[config.mk]
export PLATFORM = sky130hd
export DESIGN_NAME = fifo_reader
export DESIGN_NICKNAME = d
export VERILOG_FILES = /design/src/rtl/fifo_pkg.sv /design/src/rtl/ptr_sync.sv /design/src/rtl/fifo_reader.sv
export SDC_FILE = /design/constraint.sdc
export NUM_CORES = 1
export LEC_CHECK = 0
export ABC_AREA = 1
export CORE_MARGIN = 2
export CORE_UTILIZATION = 44
export CTS_BUF_LIST = sky130_fd_sc_hd__clkbuf_16
export CTS_CLUSTER_SIZE = 40
export DETAILED_ROUTE_END_ITERATION = 6
export PLACE_DENSITY = 0.8
export SYNTH_ARGS = -nofsm -noshare
export SYNTH_HDL_FRONTEND = slang
export SYNTH_SLANG_ARGS = --single-unit
[constraint.sdc]
create_clock -name clk -period 2.54 [get_ports clk]
set_input_delay 0.381 -clock clk [delete_from_list [all_inputs] [get_ports clk]]
set_output_delay 0.381 -clock clk [all_outputs]
set_load 0.01 [all_outputs]
[src/rtl/fifo_pkg.sv]
`default_nettype none
// ============================================================================
// Module      : fifo_pkg
// Description : Shared sizing constants and Gray-code helper used by both
//               pointer domains of the asynchronous FIFO.
// Revision    : 1.0 - initial release
// ============================================================================
package fifo_pkg;

  localparam int DATA_W = 8;
  localparam int ADDR_W = 3;
  localparam int PTR_W  = ADDR_W + 1;

  // Binary to reflected Gray code; callers cast the result to their width.
  function automatic logic [31:0] bin2gray(input logic [31:0] bin);
    return bin ^ (bin >> 1);
  endfunction

endpackage
`default_nettype wire

[src/rtl/ptr_sync.sv]
`default_nettype none
// ============================================================================
// Module      : ptr_sync
// Description : Two-flop synchronizer for a Gray-coded pointer crossing into
//               the local clock domain.
// Revision    : 1.0 - initial release
// ============================================================================
module ptr_sync #(
  parameter int WIDTH = 4
) (
  input  logic             clk,
  input  logic             rst_n,
  input  logic [WIDTH-1:0] i_d,
  output logic [WIDTH-1:0] o_q
);

  logic [WIDTH-1:0] r_q1;
  logic [WIDTH-1:0] r_q2;

  // Two back-to-back flops; only r_q2 is safe to consume.
  always_ff @(posedge clk or negedge rst_n) begin
    if (!rst_n) begin
      r_q1 <= '0;
      r_q2 <= '0;
    end else begin
      r_q1 <= i_d;
      r_q2 <= r_q1;
    end
  end

  assign o_q = r_q2;

endmodule
`default_nettype wire

[src/rtl/fifo_reader.sv]
`default_nettype none
// ============================================================================
// Module      : fifo_reader
// Description : Read side of an asynchronous FIFO: synchronizes the write
//               pointer, maintains the binary/Gray read pointer and registered
//               empty flag, and presents entries through a valid/ready
//               output register.
// Revision    : 1.0 - initial release
// ============================================================================
module fifo_reader #(
  parameter int DATA_W = fifo_pkg::DATA_W,
  parameter int ADDR_W = fifo_pkg::ADDR_W
) (
  input  logic              clk,
  input  logic              rst_n,
  input  logic [ADDR_W:0]   wptr_gray,
  input  logic [DATA_W-1:0] mem_data,
  output logic [ADDR_W-1:0] r_addr,
  output logic [ADDR_W:0]   rptr_gray,
  output logic              empty,
  output logic [DATA_W-1:0] rd_data,
  output logic              rd_valid,
  input  logic              rd_ready
);

  localparam int PTR_W = ADDR_W + 1;

  import fifo_pkg::*;

  logic [PTR_W-1:0]  w_wq2;
  logic [PTR_W-1:0]  r_rbin;
  logic [PTR_W-1:0]  r_rgray;
  logic              r_empty;
  logic [DATA_W-1:0] r_rd_data;
  logic              r_rd_valid;
  logic              w_load;
  logic [PTR_W-1:0]  w_rbin_next;
  logic [PTR_W-1:0]  w_rgray_next;

  // The write pointer is only ever observed through this synchronizer.
  ptr_sync #(
    .WIDTH (PTR_W)
  ) u_wptr_sync (
    .clk   (clk),
    .rst_n (rst_n),
    .i_d   (wptr_gray),
    .o_q   (w_wq2)
  );

  // Fetch a new entry whenever one exists and the output register is free
  // or being drained this cycle.
  always_comb begin
    w_load       = !r_empty && (!r_rd_valid || rd_ready);
    w_rbin_next  = r_rbin + {{(PTR_W-1){1'b0}}, w_load};
    w_rgray_next = PTR_W'(bin2gray(32'(w_rbin_next)));
  end

  // Read pointer, registered Gray pointer, empty flag and output register.
  always_ff @(posedge clk or negedge rst_n) begin
    if (!rst_n) begin
      r_rbin     <= '0;
      r_rgray    <= '0;
      r_empty    <= 1'b1;
      r_rd_data  <= '0;
      r_rd_valid <= 1'b0;
    end else begin
      r_rbin  <= w_rbin_next;
      r_rgray <= w_rgray_next;
      // Full-width compare: pointers differing only in the MSB mean full.
      r_empty <= (w_rgray_next == w_wq2);
      if (w_load) begin
        r_rd_data  <= mem_data;
        r_rd_valid <= 1'b1;
      end else if (rd_ready) begin
        r_rd_valid <= 1'b0;
      end
    end
  end

  assign r_addr    = r_rbin[ADDR_W-1:0];
  assign rptr_gray = r_rgray;
  assign empty     = r_empty;
  assign rd_data   = r_rd_data;
  assign rd_valid  = r_rd_valid;

endmodule
`default_nettype wire

==> out/results.txt <==
status: completed
H-tree levels: 1
Sequential Power Share: 36.0%
Ys Warns: 0
vias in the first global route: 751
clk sinks: 25
largest cells by area after synthesis: dfrtp_1, nand2_1, inv_1
Crit path arrival time: 2.27 ns
Die Y: 51.0 microns
critical path required time: 2.73 ns
final core occ: 65.6%
clk_skew: 0.00348 ns
CTS Root Cell: clkbuf_16
Die ar.: 0.00260 sq mm
synthesized area: 971 sq um
layout cell share with drive strength beyond 1: 11.0%
Fmax: 480 MHz
post-CTS setup buffer count: 0
Crit. End Element: register
Int Pwr: 0.00113 W
hold buffers post-CTS: 0
sequential area share after synthesis: 64.6%
#FFs+latches synth: 25
Antenna diodes: 0
Synth cell types: 12
final net count: 154
Max Slew Vio Count: 0
Mapped Nets: 116
# Max-Cap Violations: 0
dpl hpwl: 1430 microns
Die Width: 51.0 microns
Clk Latency, worst-skew pair: 0.25 ns
Critical-path top delay cell: clkdlybuf4s50_1
sw frac: 35.1%
Clock Power Share: 19.2%
CTS tree: built
Ports: 32
synthesized area per cell: 9.81 sq um
Worst Hold Class: register to register
setup TNS: 0 ns
Crit path top cell by count: nand2_1
Psw: 0.000614 W
peak supply drop: 0.000587 V
worst path cell trace: clkdlybuf4s50_1 -> inv_1 -> a21oi_2 -> ha_1 -> ha_1 -> or2_2 -> nand2_1 -> nand2_1 -> nand2_1 -> nand4_1 -> nor2_1
final worst path period need: 2.08 ns
clock buffer depth: 2
drt drc: 0
port bufs: 31
commonest non-fill, non-tap cell in the layout: nand2_1
CP startpoint kind: primary input
cell area after layout: 0.00141 sq mm
core area: 0.00215 sq mm
WL/cell: 11.2 microns
largest net degree at the start of global routing: 26
Synth area leader: dfrtp_1
Vias per Instance: 4.58
routed vias: 751
routability cong.: 0.806
Power Dens Cells: 1240 mW/mm^2
DRT antenna net count: 0
Synth top area share: 61.9%
combinational power share: 44.8%
final setup fails: 0
RSZ-0062 raised after global routing: no
initial core utilization: 45.2%
crit-path max cell delay: 0.45 ns
GRT Util Overall: 16.2%
most frequent cells in the layout: nand2_1, clkdlybuf4s50_1, dfrtp_1, inv_1, nand3_1
Final Hold Fails: 0
Post-Route WL: 1840 microns
worst-margin pin slew: 0.296 ns
first-pass GRT wire length: 3080 microns
Tcrit/Tclk final: 82.0%
post-cts sizing count: 0
Worst slew margin: 80.2%
CP Class: primary input to register
Placed Instance Area: 0.00133 sq mm
DR pass1 iterations: 4
Site Rows: 17
GRT overflow: 0
Post-Synthesis Cells: 99
antenna violations before repair: 0
crit-path max FO: 5
Clock transition at path regs: 0.06 ns
starting DRC count in detailed routing: 6
Area Growth Syn to Fin: 45.2%
Leak: 0.701 nW
cts bufs inserted: 3
-- final timing paths --
| path | depth (start not counted) | startpoint | endpoint | slack, ns |
|---|---|---|---|---|
| setup / recovery | 11 | rd_ready | empty$_DFF_PN1_ | 0.46 |
| hold / removal | 0 | u_wptr_sync.r_q1[2]$_DFF_PN0_ | u_wptr_sync.o_q[2]$_DFF_PN0_ | 0.35 |
| setup reg to reg | 9 | empty$_DFF_PN1_ | empty$_DFF_PN1_ | 0.62 |
| hold reg to reg | 0 | u_wptr_sync.r_q1[2]$_DFF_PN0_ | u_wptr_sync.o_q[2]$_DFF_PN0_ | 0.35 |
| max in group asynchronous | 2 | rst_n | empty$_DFF_PN1_ | 1.77 |
| min in group asynchronous | 2 | rst_n | u_wptr_sync.r_q1[1]$_DFF_PN0_ | 0.48 |
-- critical path, delay by kind of cell --
kind            cells  cell delay [ns]
simple gates        6             0.69
fa+ha+maj           2             0.55
buf+inv             2             0.50
compound gates      1             0.15
-- kinds of logic (layout without fill, tap and decap cells) --
kind of cell	count (synthesis)	count (layout)	synth area share (%)
buf+inv	12	49	4.64
compound gates	1	1	0.902
simple gates	59	59	27.3
flops	25	25	64.6
fa+ha+maj	2	2	2.58
-- cell usage after synthesis, drive strengths merged --
master	count
nand2	45
dfrtp	24
inv	12
nand3	9
nand4	3
ha	2
a21oi	1
dfstp	1
nor2	1
or2	1
-- power groups by stage --
stage	Combinational, W	Sequential [W]	Clock, W
after floorplan	0.000356	0.000685	0
after global placement	0.000758	0.000631	0
after detailed placement	0.000790	0.000635	0
after CTS	0.000794	0.000630	0.000339
after global routing	0.000871	0.000643	0.000363
final	0.000783	0.000628	0.000335
-- metal layers --
| metal | routed length (microns) | vias to the layer above | track usage, % |
|---|---|---|---|
| met5 | 0 | - | 0 |
| met4 | 8 | 0 | 7.21 |
| met3 | 84 | 2 | 5.26 |
| met2 | 954 | 15 | 26.8 |
| met1 | 794 | 355 | 19.1 |
| li1 | - | 379 | - |
-- area by class of cell --
cell class,count,area (sq um)
repair buffers,33,325
flip-flops and latches,25,627
multi-input cells,62,299
clock inverters,1,3.75
inverters,12,45.0
well taps,28,35.0
fillers,170,738
clock buffers,3,75.1
-- sequential cells by signal, summed over array words and instances (netlist names) --
name / count
empty: 1
r_rbin: 4
rd_data: 8
rd_valid: 1
rptr_gray: 3
u_wptr_sync.o_q: 4
u_wptr_sync.r_q1: 4
-- stage by stage --
stage,setup slack (ns),power (W),hold slack (ns),instances
floorplan,0.585,0.00104,0.0854,99
global placement,0.280,0.00139,0.332,160
detailed placement,0.188,0.00143,0.335,160
CTS,0.437,0.00176,0.348,164
global route,0.260,0.00188,0.358,164
finish,0.457,0.00175,0.348,164
(Power assumes the default switching activity.)
